### src/rtl/rvvi_frame_sequencer.sv
// Buffers wide RVVI frames and streams each one as a header beat plus only the payload beats its CSR count needs.
// The header appears two cycles after valid is presented; beats hold while TxReady is low, and the core stalls near full.
module rvvi_frame_sequencer #(
   parameter int XLEN          = 64,
   parameter int MAX_CSRS      = 5,
   parameter int RVVI_WIDTH    = 72 + 5*XLEN + MAX_CSRS*(XLEN+16),
   parameter int CSR_COUNT_LSB = XLEN + 168,
   parameter int BEAT_WIDTH    = 32,
   parameter int FIFO_DEPTH    = 4,
   parameter int STALL_MARGIN  = 2
) (
   input  logic                          clk,
   input  logic                          reset,
   input  logic                          Enable,
   input  logic                          valid,
   input  logic [RVVI_WIDTH-1:0]         rvvi,
   output logic                          TxValid,
   output logic [BEAT_WIDTH-1:0]         TxData,
   output logic                          TxLast,
   input  logic                          TxReady,
   output logic                          RVVIStall,
   output logic                          Overflow,
   output logic [$clog2(FIFO_DEPTH):0]   Occupancy
);

   localparam int AW        = $clog2(FIFO_DEPTH);
   localparam int CW        = $clog2(MAX_CSRS + 1);
   localparam int BASE_BITS = 72 + 5*XLEN;
   localparam int CSR_BITS  = XLEN + 16;
   localparam int MAX_BEATS = (BASE_BITS + MAX_CSRS*CSR_BITS + BEAT_WIDTH - 1) / BEAT_WIDTH;
   localparam int PAD_W     = MAX_BEATS * BEAT_WIDTH;

   typedef enum logic [1:0] {IDLE, HEADER, PAYLOAD} state_t;

   function automatic int payload_bits(input int n);
      return BASE_BITS + n*CSR_BITS;
   endfunction

   function automatic int payload_beats(input int n);
      return (payload_bits(n) + BEAT_WIDTH - 1) / BEAT_WIDTH;
   endfunction

   // Per-CSR-count frame geometry, fixed at elaboration so no divider is built.
   logic [7:0]  beats_lut [MAX_CSRS+1];
   logic [15:0] bits_lut  [MAX_CSRS+1];
   for (genvar g = 0; g <= MAX_CSRS; g++) begin : g_lut
      assign beats_lut[g] = 8'(payload_beats(g));
      assign bits_lut[g]  = 16'(payload_bits(g));
   end

   logic [RVVI_WIDTH-1:0] mem [FIFO_DEPTH];
   logic [AW-1:0]         wr_ptr, rd_ptr;
   logic [AW:0]           occ, occ_next;
   logic                  full, push, pop, drop;

   state_t                state, state_n;
   logic [7:0]            beat_idx, beat_idx_n;
   logic [7:0]            last_idx, last_idx_n;
   logic [7:0]            total_lat, total_n;
   logic [15:0]           pbits_lat, pbits_n;
   logic [15:0]           seq, seq_n;

   logic [RVVI_WIDTH-1:0] head;
   logic [PAD_W-1:0]      head_pad;
   logic [11:0]           n_raw;
   logic [CW-1:0]         n_sel;
   logic [BEAT_WIDTH-1:0] beat_dat;

   assign head     = mem[rd_ptr];
   assign head_pad = PAD_W'(head);
   assign n_raw    = head[CSR_COUNT_LSB +: 12];
   assign n_sel    = (n_raw > 12'(MAX_CSRS)) ? CW'(MAX_CSRS) : CW'(n_raw);

   assign full = (occ == (AW+1)'(FIFO_DEPTH));
   // A pop in the same cycle frees the slot, so a full FIFO can still take a frame.
   assign push = valid && Enable && (!full || pop);
   assign drop = valid && Enable && full && !pop;

   always_comb begin
      unique case ({push, pop})
         2'b10:   occ_next = occ + (AW+1)'(1);
         2'b01:   occ_next = occ - (AW+1)'(1);
         default: occ_next = occ;
      endcase
   end

   // Payload bits past the frame's real length are forced to zero.
   always_comb begin
      beat_dat = head_pad[int'(beat_idx)*BEAT_WIDTH +: BEAT_WIDTH];
      for (int i = 0; i < BEAT_WIDTH; i++) begin
         if (int'(beat_idx)*BEAT_WIDTH + i >= int'(pbits_lat)) beat_dat[i] = 1'b0;
      end
   end

   always_comb begin
      state_n    = state;
      beat_idx_n = beat_idx;
      last_idx_n = last_idx;
      total_n    = total_lat;
      pbits_n    = pbits_lat;
      seq_n      = seq;
      TxValid    = 1'b0;
      TxLast     = 1'b0;
      TxData     = '0;
      pop        = 1'b0;
      unique case (state)
         IDLE: begin
            if (occ != '0) begin
               state_n    = HEADER;
               last_idx_n = beats_lut[n_sel] - 8'd1;
               total_n    = beats_lut[n_sel] + 8'd1;
               pbits_n    = bits_lut[n_sel];
            end
         end
         HEADER: begin
            TxValid = 1'b1;
            TxData  = BEAT_WIDTH'({seq, total_lat, 8'hA5});
            if (TxReady) begin
               state_n    = PAYLOAD;
               beat_idx_n = '0;
            end
         end
         PAYLOAD: begin
            TxValid = 1'b1;
            TxData  = beat_dat;
            TxLast  = (beat_idx == last_idx);
            if (TxReady) begin
               if (beat_idx == last_idx) begin
                  pop     = 1'b1;
                  seq_n   = seq + 16'd1;
                  state_n = IDLE;
               end else begin
                  beat_idx_n = beat_idx + 8'd1;
               end
            end
         end
         default: state_n = IDLE;
      endcase
   end

   always_ff @(posedge clk) begin
      if (reset) begin
         state     <= IDLE;
         beat_idx  <= '0;
         last_idx  <= '0;
         total_lat <= '0;
         pbits_lat <= '0;
         seq       <= '0;
         wr_ptr    <= '0;
         rd_ptr    <= '0;
         occ       <= '0;
         RVVIStall <= 1'b0;
         Overflow  <= 1'b0;
      end else begin
         state     <= state_n;
         beat_idx  <= beat_idx_n;
         last_idx  <= last_idx_n;
         total_lat <= total_n;
         pbits_lat <= pbits_n;
         seq       <= seq_n;
         occ       <= occ_next;
         if (push) wr_ptr <= wr_ptr + AW'(1);
         if (pop)  rd_ptr <= rd_ptr + AW'(1);
         RVVIStall <= Enable && ((FIFO_DEPTH - int'(occ_next)) <= STALL_MARGIN);
         if (drop) Overflow <= 1'b1;
      end
   end

   always_ff @(posedge clk) begin
      if (push) mem[wr_ptr] <= rvvi;
   end

   assign Occupancy = occ;

endmodule

### config.mk
export PLATFORM = sky130hd
export DESIGN_NAME = rvvi_frame_sequencer
export DESIGN_NICKNAME = d
export VERILOG_FILES = /design/src/rtl/rvvi_frame_sequencer.sv
export SDC_FILE = /design/constraint.sdc
export NUM_CORES = 2
export LEC_CHECK = 0
export CAP_MARGIN = 0
export CORE_ASPECT_RATIO = 0.9
export CORE_MARGIN = 10
export CORE_UTILIZATION = 59
export DETAILED_ROUTE_END_ITERATION = 8
export HOLD_SLACK_MARGIN = 0.05
export PLACE_DENSITY = 0.87
export SKIP_LAST_GASP = 1
export SYNTH_ARGS = -nofsm -noshare
export SYNTH_HDL_FRONTEND = slang
export SYNTH_SLANG_ARGS = --single-unit
### constraint.sdc
create_clock -name clk -period 32.6 [get_ports clk]
set_input_delay 6.52 -clock clk [delete_from_list [all_inputs] [get_ports clk]]
set_output_delay 6.52 -clock clk [all_outputs]
set_load 0.05 [all_outputs]
## Yosys cells after proc, flatten, opt, wreduce, memory -nomap -nowiden

Memory sizes are Yosys's and may differ from the RTL's. A register that Yosys moved wholly into a read port is not among the register bits.
Cells that the tools add are included.

- Register bits: 51
- Bits in writable memories: 3168
- Bits in read-only memories: 192
- Input port bits: 797
- Output and inout bits: 39
- Word-level logic and storage cells: 172
- Memories: 3

Memory list:

| name | depth | bits a word | read ports | clocked after Yosys merged registers in | wr ports | RTL line | source |
|---|---|---|---|---|---|---|---|
| mem | 4 | 792 | 1 | 1 | 1 | 51 | `logic [RVVI_WIDTH-1:0] mem [FIFO_DEPTH];` |
| (no name shown) | 8 | 16 | 1 | 1 | 0 | 112 | `pbits_n = bits_lut[n_sel];` |
| (no name shown) | 8 | 8 | 1 | 0 | 0 | 111 | `total_n = beats_lut[n_sel] + 8'd1;` |

- $add $sub $neg: 40
- Order comparisons: 35
- Equality and inequality tests: 11
- Shifts and indexed selects: 1
- Muxes and demuxes: 55
- Bitwise logic cells: 1
- Reductions and logical operators: 16

Operators by type and width:

| kind | number |
|---|---|
| $shiftx A800 B14 Y32 | 1 |
| $ge A14 B16 Y1 | 31 |
| $add A13 B5 Y14 const B | 16 |
| $add A13 B4 Y14 const B | 8 |
| $pmux W32 S2 | 1 |
| $add A13 B3 Y14 const B | 4 |
| $mux W8 | 5 |
| $mux W1 | 39 |
| $add A13 B2 Y14 const B | 2 |
| $add A16 B1 Y16 const B | 1 |
| $add A8 B1 Y8 const B | 2 |
| $ge A13 B16 Y1 | 1 |
| $pmux W8 S2 | 1 |
| $add A13 B1 Y14 const B | 1 |
| $gt A12 B3 Y1 const B | 1 |
| $mux W2 | 6 |
| $ne A2 B2 Y1 const B | 5 |
| $eq A8 B8 Y1 | 1 |
| $reduce_and A4 Y1 | 2 |
| $sub A8 B1 Y8 const B | 1 |
| $pmux W2 S3 | 1 |
| $pmux W3 S2 | 1 |
| $logic_and A1 B1 Y1 | 5 |
| $add A2 B1 Y2 const B | 2 |
| 18 further kinds | 21 |

## Depth between registers and ports, before layout

- Depth after elaboration: 11
- Mapped depth: 13
- Depth with buffers taken out: 11

## Least setup slack after synthesis

No wires, ideal clock.

- Kind: input to register
- Start point: input port TxReady
- End point: memory mem[1][0] (netlist bit), enable pin
- Setup time: 1265 ps
- Arrival time: 25224 ps
- Data required time: 31335 ps
- Path slack: 6111 ps
- Stages: 4
- Buffers on the path: 1
- Cell sequence: clkbuf_1 > nand4_1 > a21oi_1 > and2_1

- Word-level cells in the longest chain between the ends: 6

Ends and longest elaborated chain:

| element | RTL line | source |
|---|---|---|
| start: declaration | 20 | `input logic TxReady,` |
| $mux W1 | 127 | `if (TxReady) begin` |
| $mux W1 | 106 | `unique case (state)` |
| $logic_or A1 B1 Y1 | 76 | `assign push = valid && Enable && (!full \|\| pop);` |
| $logic_and A1 B1 Y1 | 76 |  |
| $mux W1 | 170 | `if (push) mem[wr_ptr] <= rvvi;` |
| $mux W1 (not written as such) | 170 |  |
| end: declaration | 51 |  |

Every way passes these cells.

==> run summary <==
hold path endpoint: total_lat[1]$_SDFFE_PP0P_
Final Slew Violations: 1
Seq. cell area: 96,300 um^2
IO Count: 836
DRT Pass-1 Iters: 8
CP most frequent cell: buf_4
status: finished, violations left
Synth area leaders: edfxtp_1 (77%), mux4_2 (12%), mux2i_1 (2.6%), dfxtp_1 (0.89%), o221ai_1 (0.66%)
Power Dens Cells: 60.4 nW/um^2
CTS tree: yes
syn nets: 6,490
Via density: 7.04
htree depth: 5
Die ar.: 229,000 um^2
Arr. time, crit path: 8.16 ns
Final Hold Fails: 0
CP Buf/Inv Count: 4
nets@finish: 7,452
yosys warns: 0
async set-or-reset flop fraction in the synthesized netlist: 0%
layout cells sized above 1: 19.1%
CP endpoint kind: output pin
worst min path class: flop to flop
Reg clk slew, reported paths: 0.06 ns
die width: 503 um
crit-path cells: buf_4 -> buf_4 -> buf_4 -> mux4_2 -> mux2_2 -> a221oi_1 -> o311ai_0 -> nand2b_1 -> a21oi_1 -> clkdlybuf4s50_1
Yosys top cell area share: 76.7%
area grow syn2layout: 17.6%
RSZ-0062 raised after global routing: no
mean post-synth cell area: 21.9 um^2
launching point of the worst reg2reg path: beat_idx[0]$_SDFFE_PP0P_
largest net degree at the start of global routing: 160
reg2reg setup slack: 23.68 ns
commonest cells in the synthesized netlist: edfxtp_1 (3,168), mux4_2 (681), mux2i_1 (320)
CP Class: flop to output pin
total of max-cap violations: 0
Setup TNS: 0 ns
CP delay by family, top: buffers and inverters
worst skew pair latency: 0.98 ns
Post-synth top flop: edfxtp_1
DP HPWL: 251 mm
crit path max fanout: 42
vias in the first global route: 67,700
Lkg Pwr: 44.8 nW
post-route ant nets: 0
CTS Buf Count: 319
drt initial violations: 12,400
Post-synth EDFFs: 3,168
WP data required: 26.08 ns
cts hold-fix bufs: 0
clk root buf: clkbuf_16
f_max: 68.1 MHz
clock buffer depth: 4
critical path launch point type: flop
violations in the final reports: slew limit
starting density of the core: 59.4%
post-CTS setup buffer count: 0
CTS resizes: 0
Largest stage delay, worst path: 1.12 ns
cell count of the worst reg-to-reg path: 11
DRC errors left: 0
post-synth cell types: 81
Core ar.: 209,000 um^2
Vias: 69,400
Routed Wire Length: 409 mm
fill count: 11,700
Multi-input gate area: 25,900 um^2
synthesized area: 124,000 um^2
gr ovfl total: 0
initial antenna violation count: 294
Final GP Congestion: 0.870
minimum clock period after layout: 14.68 ns
Setup Viol. Count Final: 0
global-route wire length before repair: 544 mm
fin crit share: 45.0%
maximum VDD drop: 0.0000685 V
count leader, synth: edfxtp_1
HP Start: total_lat[1]$_SDFFE_PP0P_
CTS sink cnt: 3,223
CP max-delay cell: o311ai_0
PortBufs: 835
largest area contributor in the netlist: edfxtp_1
Rows: 159
Worst R2R End: mem[3][192]$_DFFE_PP_
Final Util: 69.8%
GRT Overall Usage: 34.4%
register area share after synthesis: 77.6%
Max Clock Skew: 0.0745 ns
die height: 455 um
Worst-Margin Slew: 1.56 ns
synthesized flop and latch total: 3,223
Hold WS: 0.457 ns
Post-Syn Instances: 5,673
worst hold path cell count: 2
WL/cell: 41.5 um
Slew headroom: -4.03%
==> per-stage QoR <==
stage / area [um^2] / worst slack, ns / power [mW] / cells
floorplan: 124000 / 6.11 / 5.06 / 5673
global placement: 135000 / 18.96 / 5.19 / 9050
detailed placement: 135000 / 19.44 / 5.21 / 9050
CTS: 145000 / 18.32 / 8.78 / 9607
global route: 146000 / 17.66 / 8.98 / 9773
finish: 146000 / 17.92 / 8.81 / 9858
==> metal layers <==
metal	GRT usage [%]	vias to the layer above	routed length, um
met5	0	-	888
met4	26.8	138	40100
met3	12.1	1577	58300
met2	51.9	6205	187000
met1	40.5	35200	123000
li1	-	26300	-
==> worst reg2reg max path, cell delays in order, from the launching register on <==
cell	delay, ns
dfxtp_4	0.81
buf_4	0.67
buf_4	0.62
xor2_1	0.19
nor4_2	0.77
nand4_1	0.38
a21oi_1	0.59
and2_4	0.84
buf_4	0.95
buf_4	0.91
buf_4	0.93
buf_4	0.78
==> cell type report <==
type | count | area share (%)
Timing Repair Buffer | 959 | 6.47
Inverter | 24 | 0.0704
Tap cell | 2737 | 2.35
Sequential cell | 3223 | 66.0
Multi-Input combinational cell | 2108 | 17.7
Antenna cell | 250 | 0.429
Clock buffer | 388 | 5.76
Clock inverter | 169 | 1.14
==> flip-flops by register name (all words and copies together) (netlist names), named ones only <==
name,flops
Occupancy,3
pbits_lat,6
state,2
mem,3168
Overflow,1
beat_idx,8
RVVIStall,1
seq,16
total_lat,5
wr_ptr,2
rd_ptr,2
last_idx,7
==> worst max path at each step <==
| stage | to | start | depth (start not counted) | slack, ns |
|---|---|---|---|---|
| 2_1_floorplan | mem[1][0]$_DFFE_PP_ | TxReady | 4 | 6.11 |
| 3_3_place_gp | TxData[14] | flop | 9 | 18.96 |
| 3_5_place_dp | TxData[0] | flop | 10 | 19.44 |
| 4_1_cts | TxData[20] | flop | 10 | 18.32 |
| 5_1_grt | TxData[16] | flop | 10 | 17.66 |
| 6_report | TxData[16] | flop | 10 | 17.92 |
==> placed cells by master (no fill, tap or decap), types with 36 or more instances in the layout <==
master,instances
o21ai_0,50
o221ai_1,93
clkbuf_16,326
nor2_1,95
edfxtp_1,3168
diode_2,250
clkinv_1,54
a21oi_1,118
dfxtp_1,48
clkbuf_1,61
clkinv_2,58
nand2_1,185
a211oi_1,41
clkdlybuf4s50_1,835
mux2i_1,320
a221oi_1,39
a22oi_1,63
buf_4,112
a22o_1,36
mux4_2,681
==> cells by family (layout without fill, tap and decap cells) <==
family / Yosys count / after routing / synth area share, %
xor+xnor: 32 / 32 / 0.226
simple gates: 453 / 453 / 1.72
mux: 1015 / 1015 / 15.2
other cells: 0 / 250 / 0
fa+ha+maj: 20 / 20 / 0.208
compound gates: 588 / 588 / 3.42
buf+inv: 342 / 1540 / 1.67
flops: 3223 / 3223 / 77.6
==> power by group <==
group / total [mW] / internal [mW] / switching, mW
Combinational: 0.464 / 0.203 / 0.261
Clock: 3.66 / 2.08 / 1.58
Sequential: 4.69 / 4.65 / 0.0334
Total: 8.81 / 6.94 / 1.87
Power figures use the tool's default switching activity.
